**config.mk**
```make
export PLATFORM = sky130hd
export DESIGN_NAME = manhattan_nearest_ctrl
export DESIGN_NICKNAME = d
export VERILOG_FILES = /design/src/rtl/manhattan_nearest_ctrl.sv
export SDC_FILE = /design/constraint.sdc
export NUM_CORES = 1
export LEC_CHECK = 0
export CAP_MARGIN = 20
export CORE_MARGIN = 2
export CORE_UTILIZATION = 50
export DETAILED_ROUTE_END_ITERATION = 10
export PLACE_DENSITY = 0.7
export SLEW_MARGIN = 20
export SYNTH_ARGS = -nofsm -noshare
export SYNTH_HDL_FRONTEND = slang
export SYNTH_SLANG_ARGS = --single-unit
```
**constraint.sdc**
```tcl
create_clock -name clk -period 2.7 [get_ports clk]
set_clock_uncertainty 0.1 [all_clocks]
set_input_delay 0.27 -clock clk [delete_from_list [all_inputs] [get_ports clk]]
set_output_delay 0.27 -clock clk [all_outputs]
set_load 0.005 [all_outputs]
```
**src/rtl/manhattan_nearest_ctrl.sv**
```systemverilog
// Nearest-point search controller: buffers a query and up to NPTS candidates,
// walks them through the external Manhattan distance unit and reports the closest one.
module manhattan_nearest_ctrl #(
    parameter int NPTS  = 8,
    parameter int IDX_W = 3
) (
    input  logic             clk,
    input  logic             rst,
    input  logic             start,
    input  logic [7:0]       in_data,
    input  logic             in_valid,
    input  logic             in_last,
    output logic             in_ready,
    output logic [3:0]       dp_a,
    output logic [3:0]       dp_b,
    output logic [2:0]       dp_c,
    output logic [2:0]       dp_d,
    input  logic [3:0]       dp_dist_high,
    input  logic [3:0]       dp_dist_low,
    output logic             out_valid,
    input  logic             out_ready,
    output logic [IDX_W-1:0] out_idx,
    output logic [4:0]       out_dist,
    output logic [IDX_W:0]   out_count,
    output logic             busy,
    output logic [2:0]       dbg_state
);

    // Both streams: a beat transfers on the rising edge where valid & ready are
    // both high; valid never depends on ready, and a held result stays stable.
    typedef enum logic [2:0] {
        S_IDLE  = 3'd0,
        S_LOAD  = 3'd1,
        S_SCAN  = 3'd2,
        S_FLUSH = 3'd3,
        S_DONE  = 3'd4
    } state_t;

    state_t           state_q;
    logic [5:0]       cand_q [NPTS];
    logic [3:0]       qx_q;
    logic [3:0]       qy_q;
    logic [IDX_W:0]   count_q;
    logic [IDX_W-1:0] scan_q;
    logic [4:0]       d_q;
    logic [IDX_W-1:0] i_q;
    logic             v_q;
    logic [4:0]       best_q;
    logic [IDX_W-1:0] best_idx_q;

    logic             accept_d;
    logic             load_end_d;
    logic             scan_last_d;
    logic [4:0]       dist_d;
    logic             unused_hi;

    // The true distance never exceeds 30, so only bit 0 of the high nibble matters.
    assign dist_d      = {dp_dist_high[0], dp_dist_low};
    assign unused_hi   = ^dp_dist_high[3:1];

    assign in_ready    = (state_q == S_LOAD) && (count_q < (IDX_W+1)'(NPTS));
    assign accept_d    = in_valid && in_ready;
    assign load_end_d  = in_last || (count_q == (IDX_W+1)'(NPTS - 1));
    assign scan_last_d = ({1'b0, scan_q} == (count_q - (IDX_W+1)'(1)));

    assign dp_a        = qx_q;
    assign dp_b        = qy_q;
    assign dp_c        = (state_q == S_SCAN) ? cand_q[scan_q][5:3] : 3'd0;
    assign dp_d        = (state_q == S_SCAN) ? cand_q[scan_q][2:0] : 3'd0;

    assign out_valid   = (state_q == S_DONE);
    assign out_idx     = best_idx_q;
    assign out_dist    = best_q;
    assign out_count   = count_q;
    assign busy        = (state_q != S_IDLE);
    assign dbg_state   = state_q;

    always_ff @(posedge clk or posedge rst) begin
        if (rst) begin
            state_q    <= S_IDLE;
            for (int i = 0; i < NPTS; i++) cand_q[i] <= '0;
            qx_q       <= '0;
            qy_q       <= '0;
            count_q    <= '0;
            scan_q     <= '0;
            d_q        <= '0;
            i_q        <= '0;
            v_q        <= 1'b0;
            best_q     <= '0;
            best_idx_q <= '0;
        end else begin
            // Strict less-than keeps the earliest index on ties.
            if (v_q && (d_q < best_q)) begin
                best_q     <= d_q;
                best_idx_q <= i_q;
            end

            case (state_q)
                S_IDLE: begin
                    if (start) begin
                        qx_q    <= in_data[7:4];
                        qy_q    <= in_data[3:0];
                        count_q <= '0;
                        state_q <= S_LOAD;
                    end
                end
                S_LOAD: begin
                    if (accept_d) begin
                        cand_q[count_q[IDX_W-1:0]] <= in_data[5:0];
                        count_q <= count_q + (IDX_W+1)'(1);
                        if (load_end_d) begin
                            scan_q     <= '0;
                            best_q     <= 5'd31;
                            best_idx_q <= '0;
                            v_q        <= 1'b0;
                            state_q    <= S_SCAN;
                        end
                    end
                end
                S_SCAN: begin
                    d_q    <= dist_d;
                    i_q    <= scan_q;
                    v_q    <= 1'b1;
                    scan_q <= scan_q + IDX_W'(1);
                    if (scan_last_d) state_q <= S_FLUSH;
                end
                S_FLUSH: begin
                    v_q     <= 1'b0;
                    state_q <= S_DONE;
                end
                S_DONE: begin
                    if (out_ready) state_q <= S_IDLE;
                end
                default: state_q <= S_IDLE;
            endcase
        end
    end

endmodule

```
[Word-level counts from Yosys, hierarchy flattened]
Index checks and enable logic that the tools add are counted.
Operators by class
  reductions and logical operators: 16
  multiplexer cells: 31
  shifts and indexed selects: 0
  div/mod/pow operators: 0
  equal/unequal tests: 11
  magnitude comparators: 5
  add/sub/neg operators: 3
  bitwise operators: 2
  multiply operators: 0
Operators with widths (count)
  bitwise mux 48 bit: 1
  two-way mux 3 bit: 13
  two-way mux 5 bit: 4
  binary-select mux 6 bit (select 3 bit): 1
  demux 6 bit (select 3 bit): 1
  two-way mux 6 bit: 3
  case mux 3 bit (5 select lines): 1
  AND reduction 3 bit: 3
  >= comparator 4 bit (second input constant): 2
  two-way mux 4 bit: 2
  inequality test 2 bit (second input constant): 4
  inverter 3 -> 4 bit: 2
  case mux 4 bit (2 select lines): 1
  == test 3 x 2 -> 1 bit (second input constant): 2
  case mux 3 bit (2 select lines): 1
  nonzero test 3 bit: 2
  less-than comparator 5 bit: 1
  AND reduction 5 bit: 1
  adder 4 x 1 -> 4 bit (second input constant): 1
  == test 3 x 4 -> 1 bit: 1
  == test 4 x 3 -> 1 bit (second input constant): 1
  logical AND 1 bit: 4
  less-than comparator 4 x 1 -> 1 bit (second input constant): 1
  less-than comparator 4 bit (second input constant): 1
  11 further kinds: 14
Word-level totals
  bits in read-only memories: 0
  memories kept: 0
  bits in latches: 0
  logic and storage cells: 86
  memory bits (writable): 0
  register bits after elaboration: 83

[Logic depth before layout (Yosys ltp)]
  depth in word-level cells: 6
  gate-level depth with buffers: 7
  gate-level depth less buffers: 6

[Least setup slack after synthesis]
OpenSTA, ideal clock, no wires.
  kind: register -> output
  from: register scan_q[0]
  to: output dp_c[0]
  stages on the path, launching flop included: 6
  data arrival time: 1.453 ns
  path slack: 0.877 ns
  required time: 2.330 ns
  cells stage by stage: dfrtp_1 -> buf_4 -> buf_2 -> mux4_2 -> mux2i_1 -> nor2_1
On the way
  longest elaborated chain between the ends: 5
Ends and longest elaborated chain
  from (decl): RTL line 44  | logic [IDX_W-1:0] scan_q;
  from (signal assigned): RTL line 124  | scan_q <= scan_q + IDX_W'(1);
  inverter 3 -> 4 bit (not written as such): RTL line 68  | assign dp_c = (state_q == S_SCAN) ? cand_q[scan_q][5:3] : 3'd0;
  binary-select mux 6 bit (select 3 bit): RTL line 68
  two-way mux 6 bit (2 in series)
  two-way mux 3 bit: RTL line 68
  to (decl): RTL line 16  | output logic [2:0] dp_c,
No other way between the ends. The select of a mux whose other input is x is not followed.

[Worst setup path after layout]
Same ends and word-level chain as after synthesis.

==> reports/summary.md <==
The clock transition at the register clock pins on the worst setup and hold paths after CTS was 0.08 ns; the final number of setup-violating endpoints was 0. The tool flagged a number of max-cap violations equal to 0. For this run the aggregate overflow at the end of global routing stands at 0. The tools report the setup fix buffers added after clock tree synthesis as 0. The first global-routing pass estimated 13.3 mm of wire.

The die outline width works out to 94.0 um. After clock tree synthesis, the flow added hold-fix buffers numbering 0. Buffers placed on the I/O ports in this run total 50.

Once the floorplan was initialized, standard cells occupied 51.9% of the core. Along the worst path, the maximum fanout reaches 10. Based on the critical path, the design can be clocked at up to 404 MHz.

In the post-synthesis netlist, the biggest area contributors are dfrtp_1 (51%), mux2_2 (16%), mux4_2 (6.7%). For the number of global-route vias before repair, the log shows 2659. The flip-flop cell with the highest count after synthesis was dfrtp_1.

The routed layout has 2570 vias. The final-report max-slew violation count was 0. Of all flip-flops after synthesis, the portion carrying an async set or reset was 100%. The H-tree was split into 3 levels. STA puts the critical path data required time at 2.33 ns. Clock root buffer master: clkbuf_8. Counting every instance in the synthesized netlist gives 312. Across every metal layer, demand over resource in global routing totals 19.9%. The worst setup path startpoint was scan_q[0]. The vertical die dimension was 94.0 um; the transition time of the tightest slew-check pin was 0.748 ns. Summed over all layers, the routed wires come to 7.95 mm. Setup repair after global routing left no endpoint under its margin.

Via-per-instance ratio: 5.41. The category of cells accounting for the largest share of critical-path delay is buffers and inverters. The portion of synthesized cell area occupied by the leading cell type works out to 51.3%. For the maximum root-to-sink buffer count, the log shows 2. The run gives 51.3% as the sequential share of the synthesized area. For the count of yosys warnings during synthesis, the log shows 0.

dfrtp_1 takes more of the synthesized area than any other cell. TritonCTS built the clock tree. The mean routed wirelength per cell is 16.7 um, and the post-synth design cell area is 4050 um2.

Power spread over the standard cell area amounts to 1100 nW/um2. After the flow finishes, the layout carries non-filler instances totaling 475. Counting flops with a built-in enable in the synthesized netlist gives 0. Startpoint of the worst-slack reg-to-reg timing path: dbg_state[0].

STA classifies the critical path endpoint as an output port. After clock tree synthesis, the repair step resized 0 gates. VDD sags by at most 0.000503 V. The final cycle utilization of the critical path is 91.7%, and the die footprint is 8840 um2. The tools report the multi-input combinational cell area as 1840 um2.

The critical path contains buffers and inverters numbering 2 combined. In this run the count of I/O pins placed on the die edge is 54. Walking the worst path, the cells encountered are buf_4, mux4_2, mux2i_1, nor2_1, clkdlybuf4s50_1. Synthesis inferred 83 register bits. 0 antenna diodes ended up in the layout. The critical path is of the reg2out type. The logs give 2.20 nW for the static power due to leakage and 0 ns for the final sum of negative setup slack. Count of fill cells added during filler insertion: 635.

The tools report the headroom to the max-slew limit as 50.0%. The run finished with clean final reports. The net count of the finished layout is 398. For this design, the sink count on the clock tree is 83. For this run, design rule violations remaining after detail routing come to 0. The first routing iteration left 72 violations.

The kind of launch point of the worst setup path was a register. The tools report the initial antenna violation count as 0. The slowest stage of the critical path is the mux4_2 cell. The global placement routability congestion came out at 0.742. The largest net degree at the start of global routing came out at 84. Data on the critical path arrives at its endpoint at 2.11 ns.

The logs give 9 for the TritonCTS buffer count and 341 for the post-synth net total. For the final number of hold-violating endpoints, the log shows 0. After synthesis, the mean cell area works out to 13.0 um2.

Relative area change from synthesis to final layout: 20.2%. The tools report the number of distinct library cell variants in the gate-level netlist after synthesis as 42. The fraction of layout instances using a drive strength above 1 is 28.7%, and the instance count after placement with tap cells included is 460. The first detailed-routing pass ran for 4 iterations.

The delay of the slowest critical-path stage is 0.52 ns. The area of the core is 7810 um2. The floorplan has 32 rows. Path class of the lowest-slack min-delay path: in2async. The HPWL after detailed placement is 5.26 mm. The logs give 0.35 ns for the clock latency on the worst-skew pair and 2080 um2 for the sequential cell area in the final layout. The worst path in the final design needs a cycle of 2.48 ns, including I/O delays and setup.

The tools report the count of nets left with antenna violations after detail routing as 0.
## where the power goes
part | switching [mW] | internal [mW]
sequential | 0.388 | 1.75
combinational | 0.998 | 1.36
clock | 0.434 | 0.425
## placed cells by master (no fill, tap or decap), types with 2 or more instances in the layout
cell type        count
buf_4               11
nand4_4              2
clkbuf_1             2
mux2_2              56
clkdlybuf4s50_1     50
nand3_4              2
a21oi_1              8
o211ai_1             2
nand2_1             39
nand3_1              3
xnor2_1              3
clkinv_2             2
nor2_1              19
inv_1                8
o21ai_0              7
a22o_1               2
nor3_4               2
clkbuf_8             9
mux2i_1             14
nor2b_1              5
o21a_1               2
ha_1                 7
mux4_2              12
dfrtp_1             83
## area by class of cell
class,instances,share of cell area (%)
Inverter,9,0.720
Clock inverter,4,1.05
Clock buffer,11,2.70
Tap cell,102,2.62
Multi-Input combinational cell,204,37.9
Timing Repair Buffer,62,12.4
Sequential cell,83,42.7
## final timing paths
check	slack, ns	end	cells after the start
worst min register to register	0.38	i_q[0]	2
min in group clk	0.36	d_q[1]	3
worst max register to register	0.66	cand_q[35]	4
worst min-delay path	0.22	dbg_state[2]	3
worst max-delay path	0.22	dp_c[0]	5
max in group asynchronous	1.93	scan_q[1]	3
## cells by family after synthesis
kind of cell,share of synthesized area (%)
AOI/OAI and AO/OA,4.11
xor gates and xnor gates,0.649
adders and majority gates,2.16
buffers and inverters,3.24
DFF,51.3
muxes,25.7
and+or+nand+nor,12.9
## synthesized netlist by cell type (2+ instances only)
library cell / number
a21oi_1: 8
a22o_1: 2
buf_2: 6
buf_4: 4
buf_6: 2
clkbuf_1: 4
dfrtp_1: 83
ha_1: 7
inv_1: 9
mux2_2: 56
mux2i_1: 14
mux4_2: 12
nand2_1: 39
nand3_1: 3
nand3_4: 2
nand4_4: 2
nor2_1: 19
nor2b_1: 5
nor3_4: 2
o211ai_1: 2
o21a_1: 2
o21ai_0: 7
xnor2_1: 3
## flip-flops by register name, indices dropped and copies added (netlist names)
name,count
d_q,5
out_dist,5
out_count,4
dbg_state,3
dp_b,4
v_q,1
i_q,3
scan_q,3
dp_a,4
cand_q,48
out_idx,3
## per-layer routing
layer | vias up | part of all wire, % | global-route usage, %
li1 | 1211 | - | -
met1 | 1289 | 47 | 26.5
met2 | 59 | 47 | 31.9
met3 | 11 | 4.4 | 5.78
met4 | 0 | 1.5 | 5.80
met5 | - | 0 | 0
## metrics by stage
step	hold WS [ns]	power (mW)	util (%)	setup slack (ns)	instance area, um2
3_5_place_dp	0.365	4.55	60.0	0.528	4690
2_1_floorplan	0.275	3.73	-	0.193	4050
5_1_grt	0.290	5.75	62.4	0.0885	4870
4_1_cts	0.256	5.42	62.4	0.192	4870
6_report	0.216	5.35	62.4	0.223	4870
3_3_place_gp	0.360	4.47	60.0	0.498	4690
## tightest hold or removal path, cell delays in order
cell and delay, ns:
clkdlybuf4s50_1 0.41, clkinv_2 0.06, buf_12 0.34
(Power assumes the default switching activity.)
